`src/rtl/l2h_pkg.sv`:
```
// Shared constants and width helpers for the slow-to-fast capture block.
package l2h_pkg;

  localparam int EDGE_RISE = 0;
  localparam int EDGE_FALL = 1;
  localparam int EDGE_BOTH = 2;

  function automatic int ptr_w(input int depth);
    return $clog2(depth);
  endfunction

  function automatic int lvl_w(input int depth);
    return $clog2(depth + 1);
  endfunction

endpackage

```
`src/rtl/l2h_sync_fifo.sv`:
```
// Show-ahead FIFO: head word visible on rdata whenever valid, pop on pop_req & valid.
module l2h_sync_fifo
  import l2h_pkg::*;
#(
  parameter int DW    = 8,
  parameter int DEPTH = 4
) (
  input  logic                      clk,
  input  logic                      rst,
  input  logic                      push,
  input  logic [DW-1:0]             wdata,
  input  logic                      pop_req,
  output logic [DW-1:0]             rdata,
  output logic                      valid,
  output logic                      drop,
  output logic [lvl_w(DEPTH)-1:0]   level
);

  localparam int PW = ptr_w(DEPTH);
  localparam int LW = lvl_w(DEPTH);

  logic [PW-1:0] wr_ptr_q, wr_ptr_d;
  logic [PW-1:0] rd_ptr_q, rd_ptr_d;
  logic [LW-1:0] level_q, level_d;
  logic [DW-1:0] mem_q [DEPTH];
  logic          pop, full, push_ok;

  always_comb begin
    valid    = (level_q != '0);
    pop      = valid & pop_req;
    full     = (level_q == LW'(DEPTH));
    // A pop on the same edge frees the slot, so a full FIFO still accepts the push.
    push_ok  = push & (~full | pop);
    drop     = push & full & ~pop;
    wr_ptr_d = wr_ptr_q;
    rd_ptr_d = rd_ptr_q;
    level_d  = level_q;
    if (push_ok) wr_ptr_d = wr_ptr_q + 1'b1;
    if (pop)     rd_ptr_d = rd_ptr_q + 1'b1;
    if (push_ok && !pop)      level_d = level_q + 1'b1;
    else if (pop && !push_ok) level_d = level_q - 1'b1;
    rdata    = valid ? mem_q[rd_ptr_q] : '0;
  end

  // NOTE: the storage array has no reset; pointers and level are reset and rdata is gated by valid, so stale contents are never visible.
  always_ff @(posedge clk) begin
    if (push_ok) mem_q[wr_ptr_q] <= wdata;
  end

  // NOTE: sequential state always uses non-blocking assignments so every flop samples pre-edge values.
  always_ff @(posedge clk or posedge rst) begin
    if (rst) begin
      wr_ptr_q <= '0;
      rd_ptr_q <= '0;
      level_q  <= '0;
    end else begin
      wr_ptr_q <= wr_ptr_d;
      rd_ptr_q <= rd_ptr_d;
      level_q  <= level_d;
    end
  end

  assign level = level_q;

endmodule

```
`src/rtl/l2h_sync_capture.sv`:
```
// Samples slow wclk in the rclk domain, detects the selected edge and captures din into a FIFO.
module l2h_sync_capture
  import l2h_pkg::*;
#(
  parameter int DW          = 8,
  parameter int SYNC_STAGES = 2,
  parameter int EDGE_MODE   = 0,
  parameter int DEPTH       = 4
) (
  input  logic                    rclk,
  input  logic                    rst,
  input  logic                    wclk,
  input  logic [DW-1:0]           din,
  input  logic                    en,
  output logic [DW-1:0]           dout,
  output logic                    dout_valid,
  input  logic                    dout_ready,
  output logic                    pe,
  output logic [lvl_w(DEPTH)-1:0] level,
  output logic                    overrun,
  input  logic                    ovr_clr
);

  localparam int AW = $clog2(SYNC_STAGES + 2);

  logic [SYNC_STAGES-1:0] sync_q, sync_d;
  logic                   prev_q, prev_d;
  logic [AW-1:0]          arm_q, arm_d;
  logic [DW-1:0]          din_q, din_d;
  logic                   pe_q, pe_d;
  logic                   ovr_q, ovr_d;
  logic                   s_last, armed, edge_det, push, fifo_drop;

  // NOTE: every signal written here gets a default first, so no path can infer a latch.
  always_comb begin
    sync_d   = {sync_q[SYNC_STAGES-2:0], wclk};
    s_last   = sync_q[SYNC_STAGES-1];
    prev_d   = s_last;
    din_d    = din;
    armed    = (arm_q == AW'(SYNC_STAGES + 1));
    arm_d    = armed ? arm_q : arm_q + 1'b1;
    edge_det = s_last & ~prev_q;
    if (EDGE_MODE == EDGE_FALL)      edge_det = ~s_last & prev_q;
    else if (EDGE_MODE == EDGE_BOTH) edge_det = s_last ^ prev_q;
    // Edges seen while the chain is still filling after reset are ignored.
    push     = armed & edge_det & en;
    pe_d     = push;
    ovr_d    = ovr_q;
    if (fifo_drop)    ovr_d = 1'b1;
    else if (ovr_clr) ovr_d = 1'b0;
  end

  always_ff @(posedge rclk or posedge rst) begin
    if (rst) begin
      sync_q <= '0;
      prev_q <= 1'b0;
      arm_q  <= '0;
      din_q  <= '0;
      pe_q   <= 1'b0;
      ovr_q  <= 1'b0;
    end else begin
      sync_q <= sync_d;
      prev_q <= prev_d;
      arm_q  <= arm_d;
      din_q  <= din_d;
      pe_q   <= pe_d;
      ovr_q  <= ovr_d;
    end
  end

  l2h_sync_fifo #(
    .DW    (DW),
    .DEPTH (DEPTH)
  ) u_fifo (
    .clk     (rclk),
    .rst     (rst),
    .push    (push),
    .wdata   (din_q),
    .pop_req (dout_ready),
    .rdata   (dout),
    .valid   (dout_valid),
    .drop    (fifo_drop),
    .level   (level)
  );

  assign pe      = pe_q;
  assign overrun = ovr_q;

endmodule

```
`config.mk`:
```
export PLATFORM = sky130hd
export DESIGN_NAME = l2h_sync_capture
export DESIGN_NICKNAME = d
export VERILOG_FILES = /design/src/rtl/l2h_pkg.sv /design/src/rtl/l2h_sync_fifo.sv /design/src/rtl/l2h_sync_capture.sv
export SDC_FILE = /design/constraint.sdc
export NUM_CORES = 1
export LEC_CHECK = 0
export CORE_ASPECT_RATIO = 1.5
export CORE_MARGIN = 3
export CORE_UTILIZATION = 55
export CTS_BUF_LIST = sky130_fd_sc_hd__clkbuf_2
export DETAILED_ROUTE_END_ITERATION = 16
export GPL_TIMING_DRIVEN = 0
export PLACE_DENSITY = 0.8
export SETUP_SLACK_MARGIN = 0.05
export SLEW_MARGIN = 20
export SYNTH_ARGS = -nofsm -noshare
export SYNTH_HDL_FRONTEND = slang
export SYNTH_SLANG_ARGS = --single-unit
```
`constraint.sdc`:
```
create_clock -name rclk -period 2.8 [get_ports rclk]
set_input_delay 0.56 -clock rclk [delete_from_list [all_inputs] [get_ports rclk]]
set_output_delay 0.56 -clock rclk [all_outputs]
set_load 0.05 [all_outputs]
```
Yosys cells after proc, flatten, opt, wreduce, memory -nomap -nowiden
Memory sizes are Yosys's and may differ from the RTL's. Index checks and enable logic that the tools add are counted.

Muxes and demuxes: 7. Reduce and logical (&&, ||, !) cells: 7. Bitwise gates (word level): 11. Equality and inequality tests: 2. $add $sub $neg: 5.

Operator list (number): 8-bit 2-to-1 mux (1); 1-bit bitwise AND (7); 2-bit by 1-bit adder with 2-bit output (second input constant) (3); 3-bit 2-to-1 mux (2); 1-bit 2-to-1 mux (4); 2-bit nonzero test (2); 3-bit by 1-bit adder with 3-bit output (second input constant) (1); 3-bit equality test (second input constant) (1); 1-bit inverter (3); 3-bit nonzero test (1); 3-bit by 1-bit subtractor with 3-bit output (second input constant) (1); 2-bit equality test (second input constant) (1); 1-bit logical AND (2); 1-bit logical NOT (2); 1-bit bitwise OR (1).

Output and inout port bits: 14. Bits in writable memories: 32. Bits of input ports: 14. Memories: 1. Register bits: 22.

Memory list: u_fifo.mem_q (depth 4, bits a word 8, rd ports 1, clocked after Yosys merged registers in 0, write ports 1, line l2h_sync_fifo.sv:25) `logic [DW-1:0] mem_q [DEPTH];`.

Depth between registers and ports, before layout
Depth after elaboration: 9. Gate-level depth with buffers: 9. Mapped depth without buffers: 9.

Modules after synthesis
A second synthesis with hierarchy kept.

Cell total of the unflattened synthesis: 110. Area, all modules: 2090.8 µm².

By module, submodules not included: l2h_sync_fifo (area each 1652.8 µm², sequential area each 1136.1 µm², cells each 88, times used 1); l2h_sync_capture (area each 437.9 µm², sequential area each 375.4 µm², cells each 22, times used 1).

Least setup slack after synthesis
No wires, ideal clock.

Path kind: flip-flop to flip-flop. Start point: reg u_fifo.level_q[1], in the netlist u_fifo.level[1]. End point: reg u_fifo.level_q[2], in the netlist u_fifo.level[2]. Clock period less this slack: 2216 ps. Path slack: 584 ps. Data arrival time: 2134 ps. Library setup time: 82 ps. Data required time: 2718 ps. Stages on the path, launching flop included: 9. Cell sequence: dfrtp_1 > or3_4 > nand2_1 > ha_1 > inv_1 > fa_1 > xor2_1 > nor2_1 > xor2_1.

Word-level cells in the longest chain between the ends: 7.

RTL lines: from (decl) (line l2h_sync_fifo.sv:24) `logic [LW-1:0] level_q, level_d;`; from (signal assigned) (line l2h_sync_fifo.sv:59) `level_q <= level_d;`; 3-bit nonzero test or 3-bit equality test (tied branches) (line l2h_sync_fifo.sv:29, l2h_sync_fifo.sv:31); 1-bit bitwise AND or 1-bit inverter (tied branches) (line l2h_sync_fifo.sv:30, l2h_sync_fifo.sv:33); 1-bit bitwise OR (line l2h_sync_fifo.sv:33) `push_ok = push & (~full | pop);`; 1-bit bitwise AND (line l2h_sync_fifo.sv:33); 1-bit logical NOT (line l2h_sync_fifo.sv:41) `else if (pop && !push_ok) level_d = level_q - 1'b1;`; 1-bit logical AND (line l2h_sync_fifo.sv:41); 2-bit nonzero test (no line).

Parallel ways exist; a longest one is shown, timed or not. The select of a mux whose other input is x is not followed. A chain may end at the register's enable or synchronous reset.

Worst setup path in the final report
Start point: reg u_fifo.rd_ptr_q[0]. End point: out dout[4].

Word-level cells in the longest chain between the ends: 2.

RTL lines: from (decl) (line l2h_sync_fifo.sv:23) `logic [PW-1:0] rd_ptr_q, rd_ptr_d;`; from (signal assigned) (line l2h_sync_fifo.sv:58) `rd_ptr_q <= rd_ptr_d;`; memory 4 x 8 bit; 8-bit 2-to-1 mux (line l2h_sync_fifo.sv:42) `rdata = valid ? mem_q[rd_ptr_q] : '0;`; to (decl) (line l2h_sync_capture.sv:15) `output logic [DW-1:0] dout,`.

No other way between the ends.

==> flow_summary_export.csv <==
group,metric,value,unit
synthesis,syn_nets,129,
cts,register_clock_pin_slew_on_the_reported_worst_setup_and_hold_paths,0.22,ns
power,power.total,2.42,mW
final_layout,share_of_post_route_cells_with_drive_strength_above_1,19.6,%
floorplanning,io_pins,28,
setup_path,timing.critical_path.buf_inv,2,
placement,placed_cell_area,2410,um^2
grt,grt-busiest-layer,"met2",
detailed_routing,detail_route.wirelength,3080,um
sta,rsz0062_at_grt,"no",
synthesis,yosys-top-cells-area,"sky130_fd_sc_hd__edfxtp_1 (46%), sky130_fd_sc_hd__dfrtp_1 (26%), sky130_fd_sc_hd__mux4_2 (8.6%), sky130_fd_sc_hd__and2_1 (3.6%), sky130_fd_sc_hd__ha_1 (3.6%)",
detailed_routing,dr.pass1.iters,4,
sta,maximum_operating_frequency,0.385,GHz
setup_path,reg2reg_from,"arm_q[0]$_DFFE_PP0P_",
synthesis,synth_seq_area_share,72.4,%
cts,clk_latency,0.42,ns
grt,globalRouteMet2Util,28.6,%
cts,clock_path_buffers,2,
final_layout,multiInputGateArea,526,um^2
detailed_routing,avgViaCountPerCell,5.28,
final_layout,area_growth_syn_to_layout,17.7,%
power,powerDensity,984,nW/um^2
grt,grt_pass1_vias,1088,
cts,htreeDepth,2,
synthesis,synth_top_cells_by_count,"sky130_fd_sc_hd__edfxtp_1 (32), sky130_fd_sc_hd__dfrtp_1 (22), sky130_fd_sc_hd__and2_1 (12)",
setup_path,end_kind,"output pin",
cts,post_cts.repair.setup_buffers,0,
final_layout,num-nets-final,163,
final_layout,nFillCells,238,
setup_path,highest_cell_delay_on_the_worst_timing_path,0.50,ns
placement,port_buffers,27,
synthesis,synth_top_area_share,46.0,%
setup_path,cp_cell_sequence,"buf_6, mux4_2, and2_1, dlygate4sd2_1",
synthesis,post-synth-top-area-cell,"sky130_fd_sc_hd__edfxtp_1",
setup_path,worst_setup_path_start_kind,"flop",
floorplanning,die_area,4580,um^2
cts,clock_sinks,54,
floorplanning,die_width,56.3,um
sta,finClkSkew,0.0218,ns
placement,detailed_place_hpwl,2270,um
power,irDropWorstVdd,0.818,mV
detailed_routing,wl_per_cell,16.6,um
final_layout,final_util,69.9,%
worst_hold_path,hold_path.class,"reg -> reg",
grt,use_met3,5.66,%
synthesis,syn_inst,108,
floorplanning,die_y,81.4,um
floorplanning,coreArea,3510,um^2
flow_run,cap_viol_max_count,0,
synthesis,yosys_warning_count,0,
detailed_routing,drt-initial-drc-count,37,
synthesis,synth_area,2090,um^2
detailed_routing,num_vias,976,
placement,routabilityCongestion,0.709,
sta,report.final.setup_viol,0,
sta,final_max_slew_viol_count,0,
synthesis,syn_avg_cell_area,19.3,um^2
setup_path,worst_ep_arrival_time,2.03,ns
setup_path,critical_path_class,"reg -> out",
setup_path,critPathRequiredTime,2.24,ns
detailed_routing,post-route-drc-count,0,
floorplanning,rows,26,
sta,worst_slew_pin_slew,0.857,ns
final_layout,sequential_cell_area,1510,um^2
sta,timing.setup.tns,0,ns
grt,met1_usage,18.0,%
final_layout,antennaDiodeCount,0,
cts,clock_tree_from_tritoncts,"yes",
synthesis,yosys.cell_types.count,21,
synthesis,post-synth-top-count-cell,"sky130_fd_sc_hd__edfxtp_1",
grt,track_usage,16.1,%
status,result_of_the_run,"finished clean",
setup_path,cpMaxStageDelayCell,"sky130_fd_sc_hd__mux4_2",
detailed_routing,antenna_violating_nets_post_route,0,
setup_path,setup.worst_path.start,"u_fifo.rd_ptr_q[0]$_DFFE_PP0N_",
sta,time_the_worst_path_needs_with_i_o_delays_and_setup,2.59,ns
setup_path,worst-path-max-fanout,10,
grt,initial_antenna_violation_count,0,
power,power.static_leakage,0.945,nW
grt,overflow,0,
synthesis,postSynthRegisterBits,54,
sta,finalHoldViolCount,0,
grt,first_pass_grt_wire_length,5280,um
synthesis,synthArstFlopShare,40.7,%
floorplanning,initial_utilization,59.4,%
cts,clockRootBuffer,"sky130_fd_sc_hd__clkbuf_2",
worst_hold_path,hold_path.startpoint,"sync_q[0]$_DFF_PP0_",
grt,grt_max_degree,23,
setup_path,cpLargestDelayFamily,"buffers and inverters",
cts,cts_buffers,5,
synthesis,ys_dominant_reg_cell,"sky130_fd_sc_hd__edfxtp_1",
sta,timing.slew.headroom,42.8,%
sta,final.period_utilization,92.7,%
synthesis,synth-edff-count,32,
final_layout,final_design_area_no_fill,2460,um^2
-- sequential cells by signal, summed over array words and instances, names as in the netlist --
name	flops
din_q	8
sync_q	2
u_fifo.mem_q	32
u_fifo.wr_ptr_q	2
arm_q	2
u_fifo.level	3
u_fifo.rd_ptr_q	2
overrun	1
pe	1
prev_q	1
-- worst reg2reg max path: cells and delay by family, from the launching register on --
family | cells | cell delay, ns
XOR/XNOR | 2 | 0.30
adder cells (fa/ha/maj) | 3 | 0.84
buffers and inverters | 1 | 0.07
flip-flops | 1 | 0.42
AND/OR/NAND/NOR | 3 | 0.56
-- report_power, final --
| part | total (mW) | switching [mW] | internal, mW | leakage (nW) |
|---|---|---|---|---|
| Combinational | 1.03 | 0.631 | 0.403 | 0.358 |
| Clock | 0.373 | 0.214 | 0.159 | 0.0432 |
| Sequential | 1.01 | 0.0756 | 0.935 | 0.544 |
-- kinds of logic after synthesis --
group	after synthesis	synth area share (%)
compound gates	1	0.420
xor+xnor	7	2.94
fa+ha+maj	7	4.56
buf+inv	9	2.40
flops	54	72.4
mux	11	10.4
simple gates	19	6.83
-- layout by cell type (no fill, tap or decap), drive strengths merged --
cell type / count
dlygate4sd2: 5
dlymetal6s2s: 1
dfrtp: 22
ha: 6
nor2: 2
xnor2: 5
nand2: 1
a22o: 1
clkdlybuf4s50: 18
fa: 1
mux2: 3
bufinv: 1
clkbuf: 11
inv: 6
buf: 2
edfxtp: 32
nand3: 1
nor4b: 1
nand4b: 1
or3: 1
xor2: 2
and2: 12
mux4: 8
-- area by class of cell --
type | count | share of cell area (%)
clock inverters | 1 | 1.22
plain buffers | 3 | 1.12
multi-input cells | 45 | 21.4
repair buffers | 27 | 10.2
flip-flops and latches | 54 | 61.5
clock buffers | 7 | 1.43
inverters | 6 | 0.917
well taps | 42 | 2.14
-- path summary, 6_finish.rpt --
kind	cells past startpoint	slack, ns	endpoint
worst min register to register	0	0.39	sync_q[1]$_DFF_PP0_
worst max-delay path	4	0.21	dout[4]
worst max register to register	9	0.56	u_fifo.level[2]$_DFFE_PP0P_
min in group asynchronous	2	0.57	u_fifo.wr_ptr_q[1]$_DFFE_PP0P_
worst min-delay path	0	0.39	sync_q[1]$_DFF_PP0_
max in group asynchronous	2	1.69	u_fifo.level[0]$_DFFE_PP0P_
-- layer usage --
| layer | share of wire, % | up-vias |
|---|---|---|
| li1 | - | 457 |
| met5 | 0 | - |
| met4 | 1.1 | 0 |
| met1 | 38 | 484 |
| met3 | 5.7 | 4 |
| met2 | 55 | 31 |
-- repair_timing --
| item | in CTS | in global routing |
|---|---|---|
| pin swaps | 0 | 0 |
| hold buffers | 0 | 0 |
| hold endpoints to repair | 0 | 0 |
| setup endpoints to repair | 8 | 4 |
| gates resized for setup | 8 | 7 |
-- per-stage QoR --
stage          hold slack (ns)  instances  worst slack (ns)
5_1_grt                  0.411        185            0.0552
4_1_cts                  0.396        185            0.0516
3_3_place_gp             0.339        177             0.230
6_report                 0.390        185             0.206
2_1_floorplan            0.331        108             0.584
3_5_place_dp             0.342        177             0.127
Power figures use the tool's default switching activity.
